$ cat src/rtl/wb_stage.sv
// Write-back stage: GPR write port with load extension, architectural HI/LO,
// and a minimal CP0 (Count/Compare/Status/Cause/EPC) with timer interrupt.
module wb_stage (
  input  logic        clk,
  input  logic        rst_n,
  input  logic [31:0] wr_dout,
  input  logic [31:0] wr_result,
  input  logic [31:0] wr_HL,
  input  logic [63:0] wr_mult,
  input  logic [31:0] wr_busA_mux2,
  input  logic [31:0] wr_busB_mux2,
  input  logic [4:0]  wr_rw,
  input  logic        wr_regWr,
  input  logic        wr_multWr,
  input  logic        wr_Highin,
  input  logic        wr_Lowin,
  input  logic [1:0]  wr_memtoreg,
  input  logic [5:0]  wr_op,
  input  logic [2:0]  wr_cp0op,
  input  logic [4:0]  wr_cs,
  input  logic [2:0]  wr_sel,
  input  logic [31:0] wr_cp0_dout,
  input  logic [4:0]  cp0_raddr,
  output logic        rf_we,
  output logic [4:0]  rf_waddr,
  output logic [31:0] rf_wdata,
  output logic [31:0] hi,
  output logic [31:0] lo,
  output logic [31:0] cp0_rdata,
  output logic [31:0] cp0_status,
  output logic [31:0] cp0_cause,
  output logic [31:0] cp0_epc,
  output logic        timer_irq
);

  localparam int unsigned XLEN = 32;

  localparam logic [5:0] OP_LB  = 6'h20;
  localparam logic [5:0] OP_LH  = 6'h21;
  localparam logic [5:0] OP_LBU = 6'h24;
  localparam logic [5:0] OP_LHU = 6'h25;

  localparam logic [2:0] CP0OP_MTC0 = 3'd1;
  localparam logic [2:0] CP0OP_ERET = 3'd2;

  localparam logic [4:0] CP0_COUNT   = 5'd9;
  localparam logic [4:0] CP0_COMPARE = 5'd11;
  localparam logic [4:0] CP0_STATUS  = 5'd12;
  localparam logic [4:0] CP0_CAUSE   = 5'd13;
  localparam logic [4:0] CP0_EPC     = 5'd14;

  localparam logic [XLEN-1:0] STATUS_MASK = 32'h0000_FF03;
  localparam logic [XLEN-1:0] CAUSE_MASK  = 32'h0000_0300;

  logic [7:0]      w_byte;
  logic [15:0]     w_half;
  logic [XLEN-1:0] w_load;

  logic            w_mtc0;
  logic            w_eret;
  logic            w_wr_count;
  logic            w_wr_compare;
  logic            w_wr_status;
  logic            w_wr_cause;
  logic            w_wr_epc;
  logic [XLEN-1:0] w_wmask;
  logic [XLEN-1:0] w_wdata_m;
  logic [XLEN-1:0] w_count_nxt;
  logic            w_match;
  logic [XLEN-1:0] w_rd_reg;

  logic [XLEN-1:0] r_hi;
  logic [XLEN-1:0] r_lo;
  logic [XLEN-1:0] r_count;
  logic [XLEN-1:0] r_compare;
  logic [XLEN-1:0] r_status;
  logic [1:0]      r_cause_sw;
  logic            r_cause_ip7;
  logic [XLEN-1:0] r_epc;

  // Little-endian byte/half pick and extension by opcode
  always_comb begin
    w_byte = 8'h00;
    w_half = 16'h0000;
    w_load = wr_dout;
    case (wr_result[1:0])
      2'd0:    w_byte = wr_dout[7:0];
      2'd1:    w_byte = wr_dout[15:8];
      2'd2:    w_byte = wr_dout[23:16];
      default: w_byte = wr_dout[31:24];
    endcase
    w_half = wr_result[1] ? wr_dout[31:16] : wr_dout[15:0];
    case (wr_op)
      OP_LB:   w_load = {{24{w_byte[7]}}, w_byte};
      OP_LBU:  w_load = {24'h000000, w_byte};
      OP_LH:   w_load = {{16{w_half[15]}}, w_half};
      OP_LHU:  w_load = {16'h0000, w_half};
      default: w_load = wr_dout;
    endcase
  end

  always_comb begin
    rf_wdata = wr_result;
    case (wr_memtoreg)
      2'd0:    rf_wdata = wr_result;
      2'd1:    rf_wdata = w_load;
      2'd2:    rf_wdata = wr_HL;
      default: rf_wdata = wr_cp0_dout;
    endcase
  end

  assign rf_we    = wr_regWr & (wr_rw != 5'd0);
  assign rf_waddr = wr_rw;

  // CP0 write decode; selects other than 0 never reach a register
  assign w_mtc0       = (wr_cp0op == CP0OP_MTC0) && (wr_sel == 3'd0);
  assign w_eret       = (wr_cp0op == CP0OP_ERET);
  assign w_wr_count   = w_mtc0 && (wr_cs == CP0_COUNT);
  assign w_wr_compare = w_mtc0 && (wr_cs == CP0_COMPARE);
  assign w_wr_status  = w_mtc0 && (wr_cs == CP0_STATUS);
  assign w_wr_cause   = w_mtc0 && (wr_cs == CP0_CAUSE);
  assign w_wr_epc     = w_mtc0 && (wr_cs == CP0_EPC);

  always_comb begin
    w_wmask = '0;
    case (wr_cs)
      CP0_COUNT, CP0_COMPARE, CP0_EPC: w_wmask = '1;
      CP0_STATUS:                      w_wmask = STATUS_MASK;
      CP0_CAUSE:                       w_wmask = CAUSE_MASK;
      default:                         w_wmask = '0;
    endcase
  end

  assign w_wdata_m   = wr_busB_mux2 & w_wmask;
  // A software write to Count replaces this cycle's increment
  assign w_count_nxt = w_wr_count ? wr_busB_mux2 : r_count + XLEN'(1);
  assign w_match     = (w_count_nxt == r_compare);

  always_ff @(posedge clk or negedge rst_n) begin
    if (!rst_n) begin
      r_hi <= '0;
      r_lo <= '0;
    end else if (wr_multWr) begin
      r_hi <= wr_mult[63:32];
      r_lo <= wr_mult[31:0];
    end else begin
      if (wr_Highin) r_hi <= wr_busA_mux2;
      if (wr_Lowin)  r_lo <= wr_busA_mux2;
    end
  end

  always_ff @(posedge clk or negedge rst_n) begin
    if (!rst_n) begin
      r_count     <= '0;
      r_compare   <= '1;
      r_status    <= '0;
      r_cause_sw  <= 2'b00;
      r_cause_ip7 <= 1'b0;
      r_epc       <= '0;
    end else begin
      r_count <= w_count_nxt;
      if (w_wr_compare) r_compare <= wr_busB_mux2;
      if (w_wr_status)  r_status <= wr_busB_mux2 & STATUS_MASK;
      else if (w_eret)  r_status[1] <= 1'b0;
      if (w_wr_cause)   r_cause_sw <= wr_busB_mux2[9:8];
      // Compare write acknowledges the timer even on a coincident match
      if (w_wr_compare) r_cause_ip7 <= 1'b0;
      else if (w_match) r_cause_ip7 <= 1'b1;
      if (w_wr_epc)     r_epc <= wr_busB_mux2;
    end
  end

  assign hi         = r_hi;
  assign lo         = r_lo;
  assign cp0_status = r_status;
  assign cp0_cause  = {16'h0000, r_cause_ip7, 5'b00000, r_cause_sw, 8'h00};
  assign cp0_epc    = r_epc;
  assign timer_irq  = r_cause_ip7 & r_status[15] & r_status[0] & ~r_status[1];

  always_comb begin
    w_rd_reg = '0;
    case (cp0_raddr)
      CP0_COUNT:   w_rd_reg = r_count;
      CP0_COMPARE: w_rd_reg = r_compare;
      CP0_STATUS:  w_rd_reg = r_status;
      CP0_CAUSE:   w_rd_reg = cp0_cause;
      CP0_EPC:     w_rd_reg = r_epc;
      default:     w_rd_reg = '0;
    endcase
  end

  assign cp0_rdata = (w_mtc0 && (wr_cs == cp0_raddr)) ? w_wdata_m : w_rd_reg;

endmodule

$ cat config.mk
export PLATFORM = sky130hd
export DESIGN_NAME = wb_stage
export DESIGN_NICKNAME = d
export VERILOG_FILES = /design/src/rtl/wb_stage.sv
export SDC_FILE = /design/constraint.sdc
export NUM_CORES = 1
export LEC_CHECK = 0
export ABC_AREA = 1
export BUFFER_PORTS_ARGS = -buffer_cell sky130_fd_sc_hd__buf_2
export CAP_MARGIN = 10
export CELL_PAD_IN_SITES_DETAIL_PLACEMENT = 0
export CELL_PAD_IN_SITES_GLOBAL_PLACEMENT = 2
export CORE_ASPECT_RATIO = 0.8
export CORE_MARGIN = 2
export CORE_UTILIZATION = 24
export CTS_BUF_LIST = sky130_fd_sc_hd__clkbuf_16
export CTS_CLUSTER_DIAMETER = 200
export DETAILED_ROUTE_END_ITERATION = 7
export GPL_TIMING_DRIVEN = 0
export MAX_ROUTING_LAYER = met4
export PLACE_DENSITY_LB_ADDON = 0.05
export SYNTH_ARGS = -nofsm -noshare
export SYNTH_HDL_FRONTEND = slang
export SYNTH_SLANG_ARGS = --single-unit
$ cat constraint.sdc
create_clock -name clk -period 2.99 [get_ports clk]
set_input_delay 0.598 -clock clk [delete_from_list [all_inputs] [get_ports clk]]
set_output_delay 0.598 -clock clk [all_outputs]
set_load 0.005 [all_outputs]
Word level (Yosys, flattened, before mapping)
Index checks and enable logic that the tools add are counted.

Register bits: 173. Word-level logic and storage cells: 70. Output and inout bits: 231.

Bitwise operators: 6. Reductions and logical operators: 16. Add/sub/neg operators: 1. Muxes and demuxes: 16. Equal/unequal tests: 22.

Operators by type and width (count): $mux 32 (6); $pmux 32 s3 (2); $pmux 32 s5 (1); $pmux 32 s4 (1); $eq 5x4->1 const B (10); $add 32x1->32 const B (1); $and 32x32->32 (1); $eq 32x32->1 (1); $eq 6x6->1 const B (4); $pmux 8 s3 (1); $mux 16 (1); $reduce_bool 2->1 (4); $logic_and 1x1->1 (7); $eq 5x5->1 (1); $reduce_bool 5->1 (1); $and 1x1->1 (4); $eq 2x1->1 const B (2); $eq 2x2->1 const B (2); $logic_not 2->1 (2); $mux 1 (4); $eq 3x1->1 const B (1); $eq 3x2->1 const B (1); $logic_not 3->1 (1); $reduce_or 3->1 (1); $not 1->1 (1).

Logic depth before layout (Yosys ltp)
Gate-level depths: netlist (run 1).

Word-level depth: 7. Gate-level depth with buffers: 17. Gate-level depth less buffers: 17.

Worst setup path before layout (run 1)
Ideal clock, no wire load.

Path type: in2out. Start point: in wr_result[1]. End point: out rf_wdata[18]. Buffers on the path: 2. Arrival time: 1958 ps. Slack: 434 ps. Stages: 13. Data required time: 2392 ps. Path through: buf_2 > nor3_1 > o221ai_1 > inv_1 > nand2_1 > nand2_1 > inv_1 > o21ai_1 > o211ai_1 > inv_2 > buf_4 > nand2_1 > nand4_1.

Word-level cells in the longest chain between the ends: 4. Elaborated cells between the ends (all ways): 7. Classes of those cells: eq/ne (2); mux (4); reduce/logical (1).

RTL lines: start: declaration (RTL line 7) `input logic [31:0] wr_result,`; $eq 2x2->1, or another cell as far along (RTL line 86) `case (wr_result[1:0])`; $pmux 8 s3 (RTL line 86); $pmux 32 s4 (*) (RTL line 93) `case (wr_op)`; $pmux 32 s3 (*) (RTL line 104) `case (wr_memtoreg)`; end: declaration (RTL line 26) `output logic [31:0] rf_wdata,`.

Mark *: on every way between the ends. The rest lies on a longest branch, timed or not.

Worst setup path after layout (run 1)
Start point: in cp0_raddr[0]. End point: out cp0_rdata[1].

Word-level cells in the longest chain between the ends: 3. Elaborated cells between the ends (all ways): 9. Classes of those cells: eq/ne (6); mux (2); reduce/logical (1).

RTL lines: start: declaration (RTL line 23) `input logic [4:0] cp0_raddr,`; $eq 5x4->1 / $eq 5x5->1 (equally long branches) (RTL line 182, 192); $pmux 32 s5 / $logic_and 1x1->1 (equally long branches) (RTL line 182, 192); $mux 32 (*) (RTL line 192) `assign cp0_rdata = (w_mtc0 && (wr_cs == cp0_raddr)) ? w_wdata_m : w_rd_reg;`; end: declaration (RTL line 29) `output logic [31:0] cp0_rdata,`.

Marks and branches as above.

==> results of run 1 <==
-- critical path, stage by stage --
cell	delay, ps
clkbuf_4	210
nand4_1	100
buf_4	170
nor2_4	180
clkbuf_2	430
nand2_1	100
o2111ai_1	100
nand2_1	90
o21ai_2	120
buf_2	170
-- layout by cell type (no fill, tap or decap), types with 13 or more instances in the layout --
cell / count
a21oi_1: 76
buf_2: 470
buf_4: 79
clkbuf_1: 48
clkbuf_16: 17
conb_1: 51
dfrtp_1: 141
dfstp_2: 32
diode_2: 15
inv_1: 178
nand2_1: 589
nand3_1: 68
nand4_1: 38
nor2_1: 117
o2111ai_1: 13
o21ai_0: 204
o221ai_1: 20
or2_2: 13
-- area by class of cell --
type,instances,area [µm²]
Buffer,136,817
Clock inverter,15,168
Timing Repair Buffer,487,2530
Multi-Input combinational cell,1300,6100
Fill cell,5419,32200
Inverter,186,701
Antenna cell,15,37.5
Tap cell,629,787
Clock buffer,17,425
Sequential cell,173,4370
-- through the flow --
stage	setup slack, ps	area, µm²	total power, µW	hold slack [ps]
final	101	15900	6670	84.9
after global routing	5.41	15900	7030	111
after CTS	13.4	15800	6720	114
after detailed placement	-874	15000	4290	471
after global placement	-2030	15000	4280	462
after floorplan	434	11800	3510	302
-- registers in the layout (all words and copies together) (netlist names) --
signal and count:
r_cause_ip7 1, r_cause_sw 2, cp0_status 10, hi 32, r_count 32, r_compare 32, lo 32, cp0_epc 32
-- cells by family (layout without fill, tap and decap cells) --
group | count (synthesis) | in the layout | synth area share
other cells | 1 | 66 | 0.000322
buf+inv | 322 | 841 | 0.126
fa+ha+maj | 1 | 1 | 0.00108
compound gates | 359 | 359 | 0.174
flops | 173 | 173 | 0.376
xor+xnor | 8 | 8 | 0.00602
simple gates | 881 | 881 | 0.317
-- per-layer routing --
metal / GRT usage / part of all wire
met5: - / 0
met4: 0.0426 / 0.011
met3: 0.0609 / 0.064
met2: 0.378 / 0.45
met1: 0.334 / 0.47
-- report_power, final --
group / switching (µW) / leakage (µW) / internal [µW] / total, µW
Sequential: 167 / 0.00208 / 2520 / 2680
Clock: 1190 / 0.000292 / 1200 / 2390
Combinational: 972 / 0.00575 / 619 / 1590
Total: 2330 / 0.00813 / 4340 / 6670
-- worst max-delay path by stage --
stage / start / to / slack [ps] / cells after the start
2_1_floorplan: wr_result[1] / rf_wdata[18] / 430 / 13
3_3_place_gp: rst_n / hi[25] / -2030 / 1
3_5_place_dp: cp0_raddr[0] / cp0_rdata[1] / -870 / 9
4_1_cts: cp0_raddr[4] / cp0_rdata[31] / 10 / 10
5_1_grt: wr_cp0op[2] / cp0_rdata[3] / 5 / 9
6_report: cp0_raddr[0] / cp0_rdata[1] / 100 / 10
-- repair_timing --
| item | CTS | global route |
|---|---|---|
| setup endpoints to repair | 64 | 51 |
| setup buffers | 9 | 8 |
| gates resized for setup | 41 | 34 |
| cloned | 0 | 1 |
| pin swaps | 3 | 6 |
==> results.sh, run 1 <==
export IMPL_critPathArrivalTime_ps=2290
export IMPL_drt_wirelength_per_cell_um=20.7
export IMPL_ff2ff_path_depth=15
export IMPL_port_buffer_count=468
export IMPL_reg2reg_to="r_cause_ip7"
export IMPL_vias_per_cell=4.61
export IMPL_seq_area_frac_synth=0.376
export IMPL_synth_edf_count=0
export IMPL_grt_antenna_before_repair=15
export IMPL_clk_latency_ps=460
export IMPL_async_flop_share=1.00
export IMPL_final_antenna_net_count=0
export IMPL_final_layout_size_suffix_gt1_frac=0.305
export IMPL_cap_violations=0
export IMPL_dpl_hpwl_um=49300
export IMPL_start_util=0.242
export IMPL_grt_pass1_vias=13500
export IMPL_dp_cells=2893
export IMPL_fp_dieArea_um2=50300
export IMPL_synthTopCellsByCount="nand2_1, o21ai_0, inv_1, dfrtp_1, nor2_1"
export IMPL_die_w_um=250
export IMPL_grt_pass1_wl_um=89600
export IMPL_ioPinCount=522
export IMPL_max_slew_worst_pin_slew_ps=1040
export IMPL_skew_ps=19.6
export IMPL_drt_initial_drc_count=928
export IMPL_fmax_mhz=346
export IMPL_cp_required_ps=2390
export IMPL_min_period_ps=2890
export IMPL_fin_crit_sh=0.966
export IMPL_power_leakage_uw=0.00813
export IMPL_grt_max_degree=108
export IMPL_drcViolationCount=0
export IMPL_cts_root_buf="clkbuf_16"
export IMPL_clkSinkCount=173
export IMPL_synthesis_area_um2=11600
export IMPL_relSlewSlack=0.307
export IMPL_vias=13600
export IMPL_synth_avg_cell_area_um2=6.67
export IMPL_critPathMaxFanout=10
export IMPL_cts_tree="built"
export IMPL_reg2reg_slack_ps=470
export IMPL_fp_dieH_um=201
export IMPL_gr_usage_all_layers=0.247
export IMPL_syn_to_final_growth_pct=37.0
export IMPL_core_um2=48100
export IMPL_gp_congestion=0.886
export IMPL_power_density_nw_per_um2=418
export IMPL_path_clk_slew_ps=90
export IMPL_cts_hold_buf=0
export IMPL_netlist_area_leader_share=0.303
export IMPL_cts_max_level=4
export IMPL_stdcell_count=2958
export IMPL_hp_class="primary input to async pin"
export IMPL_final_max_slew_viol_count=0
export IMPL_finalSetupTns_ps=0
export IMPL_synthTopCellsByArea="dfrtp_1, nand2_1, o21ai_0"
export IMPL_setup_viol=0
export IMPL_dr_pass1_iters=5
export IMPL_worstSetupEndpointType="output port"
export IMPL_postRouteWirelength_um=61200
export IMPL_r2r_start="r_count[1]"
export IMPL_ys_ff_latch=173
export IMPL_status="completed"
export IMPL_synthFlopType="dfrtp_1"
export IMPL_fin_util=0.331
export IMPL_vdd_drop_max_v=0.000393
export IMPL_hold_viol_final=0
export IMPL_overflow=0
export IMPL_rsz0062_at_grt="false"
export IMPL_synth_most_common_cell="nand2_1"
export IMPL_path_class="primary input to output port"
export IMPL_yosys_warnings=0
export IMPL_rows=72
export IMPL_netlist_instances=1745
export IMPL_synth_top_area_cell="dfrtp_1"
export IMPL_clockBufferDepth=2
export IMPL_nets=2593
export IMPL_cts_buffers=17
export IMPL_start_kind="primary input"
export IMPL_ys_types=47
No activity file was read; power rests on OpenSTA's default activity.
==> inputs of run 2 (changes only) <==
--- a/config.mk
+++ b/config.mk
@@ -19,6 +19,7 @@
 export GPL_TIMING_DRIVEN = 0
 export MAX_ROUTING_LAYER = met4
 export PLACE_DENSITY_LB_ADDON = 0.05
+export REMOVE_ABC_BUFFERS = 1
 export SYNTH_ARGS = -nofsm -noshare
 export SYNTH_HDL_FRONTEND = slang
 export SYNTH_SLANG_ARGS = --single-unit
==> run 2 against run 1 <==
Sequential share of layout area grew 0.72 points; register-to-register slack got worse by 130 ps; non-clock buffer count decreased by 120; critical path type unchanged; cell count down 3.9%; largest cell class unchanged; power decreased by 0.85%; critical path depth is 2 lower; first-iteration DRC count down 25%; fmax down 0.28%; via count is 5.5% lower; clock skew decreased by 6.9 ps.
==> results.sh, run 2 (same netlist as run 1, synthesis figures left out) <==
export IMPL_cts_max_level=4
export IMPL_clk_latency_ps=450
export IMPL_drcViolationCount=0
export IMPL_grt_pass1_vias=12800
export IMPL_worstSetupEndpointType="output port"
export IMPL_rsz0062_at_grt="false"
export IMPL_hp_class="primary input to async pin"
export IMPL_port_buffer_count=470
export IMPL_cts_tree="built"
export IMPL_dpl_instance_area_um2=14500
export IMPL_cp_required_ps=2390
export IMPL_worst_path_buf_inv=4
export IMPL_dp_cells=2773
export IMPL_crit_top_cell="buf_2"
export IMPL_drt_initial_drc_count=697
export IMPL_crit_chain="buf_2 -> nor4_4 -> clkinvlp_4 -> o211ai_1 -> bufinv_8 -> nand2_1 -> nand4_1 -> buf_2"
export IMPL_setup_slack_ps=93.0
export IMPL_core_um2=48100
export IMPL_pre_cts_ws_ps=-817
export IMPL_max_stage_delay_ps=490
export IMPL_cts_root_buf="clkbuf_16"
export IMPL_grt_pass1_wl_um=80300
export IMPL_postRouteWirelength_um=53500
export IMPL_total_power_uw=6610
export IMPL_multi_input_area_um2=6120
export IMPL_start_util=0.242
export IMPL_cap_violations=0
export IMPL_critPathArrivalTime_ps=2300
export IMPL_hold_viol_final=0
export IMPL_skew_ps=12.7
export IMPL_cts_buffers=17
export IMPL_gp_congestion=0.852
export IMPL_die_w_um=250
export IMPL_nets=2476
export IMPL_fin_util=0.323
export IMPL_relSlewSlack=0.238
export IMPL_grt_antenna_before_repair=16
export IMPL_stdcell_count=2842
export IMPL_ioPinCount=522
export IMPL_power_leakage_uw=0.00782
export IMPL_final_antenna_net_count=0
export IMPL_seq_area_um2=4370
export IMPL_gr_usage_all_layers=0.217
export IMPL_vias_per_cell=4.54
export IMPL_dpl_hpwl_um=41400
export IMPL_fmax_mhz=345
export IMPL_critPathMaxFanout=8
export IMPL_final_cell_mix="nand2_1, buf_2, o21ai_0, inv_1, dfrtp_1"
export IMPL_vias=12900
export IMPL_setup_viol=0
export IMPL_slowest_stage="nor4_4"
export IMPL_vdd_drop_max_v=0.000379
export IMPL_final_max_slew_viol_count=0
export IMPL_drt_wirelength_per_cell_um=18.8
export IMPL_reg2reg_slack_ps=340
export IMPL_path_class="primary input to output port"
export IMPL_fillers=5446
export IMPL_power_density_nw_per_um2=426
export IMPL_final_common_cell="nand2_1"
export IMPL_cts_hold_buf=0
export IMPL_dr_pass1_iters=5
export IMPL_min_period_ps=2900
export IMPL_clkSinkCount=173
export IMPL_final_layout_size_suffix_gt1_frac=0.294
export IMPL_clockBufferDepth=2
export IMPL_final_cell_area_um2=15500
export IMPL_overflow=0
export IMPL_fp_dieArea_um2=50300
export IMPL_start_kind="primary input"
export IMPL_path_clk_slew_ps=80
export IMPL_fin_crit_sh=0.969
export IMPL_syn_to_final_growth_pct=33.5
export IMPL_rows=72
export IMPL_grt_max_degree=107
export IMPL_status="completed"
export IMPL_max_slew_worst_pin_slew_ps=1140
export IMPL_fp_dieH_um=201
export IMPL_crit_family="buffers and inverters"
[run 2: power breakdown]
group	switching, µW	internal [µW]
Combinational	922	577
Clock	1150	1280
Sequential	164	2520
[run 2: path summary, 6_finish.rpt]
check,start,to,depth (start not counted)
worst max register to register,r_count[1],r_cause_ip7,15
worst max-delay path,wr_op[1],rf_wdata[20],8
worst min register to register,hi[13],hi[13],2
max in group asynchronous,rst_n,lo[13],2
min in group clk,wr_busB_mux2[2],r_count[2],3
worst min-delay path,rst_n,cp0_epc[2],1
[run 2: what timing repair did]
action,in CTS,in global routing
gates cloned,3,0
setup buffers,13,5
setup endpoints to repair,61,47
gates resized for setup,28,19
pin swaps,7,6
[run 2: layer usage]
layer,GRT usage,vias to the layer above,part of all wire
li1,-,6486,-
met1,0.289,6022,0.47
met2,0.324,339,0.44
met3,0.0600,50,0.067
met4,0.0556,0,0.023
met5,-,-,0
[run 2: worst reg2reg max path: cells and delay by family, from the launching register on]
family,cells,cell delay [ps]
buf+inv,1,90
simple gates,12,1650
fa+ha+maj,1,270
flops,1,430
compound gates,1,130
[run 2: cell type report]
class / count / share of cell area
inverter: 186 / 0.0475
antenna: 16 / 0.00258
sequential: 173 / 0.281
clock buffer: 17 / 0.0274
tap: 629 / 0.0507
multi-input combinational: 1301 / 0.394
timing repair inverter: 2 / 0.000886
timing repair buffer: 503 / 0.183
clock inverter: 15 / 0.0122
[run 2: metrics by stage]
stage / hold slack (ps) / setup TNS (ps)
finish: 62.7 / 0
global route: 104 / 0
CTS: 111 / 0
detailed placement: 468 / -29450
global placement: 461 / -665890
floorplan: 302 / -22560
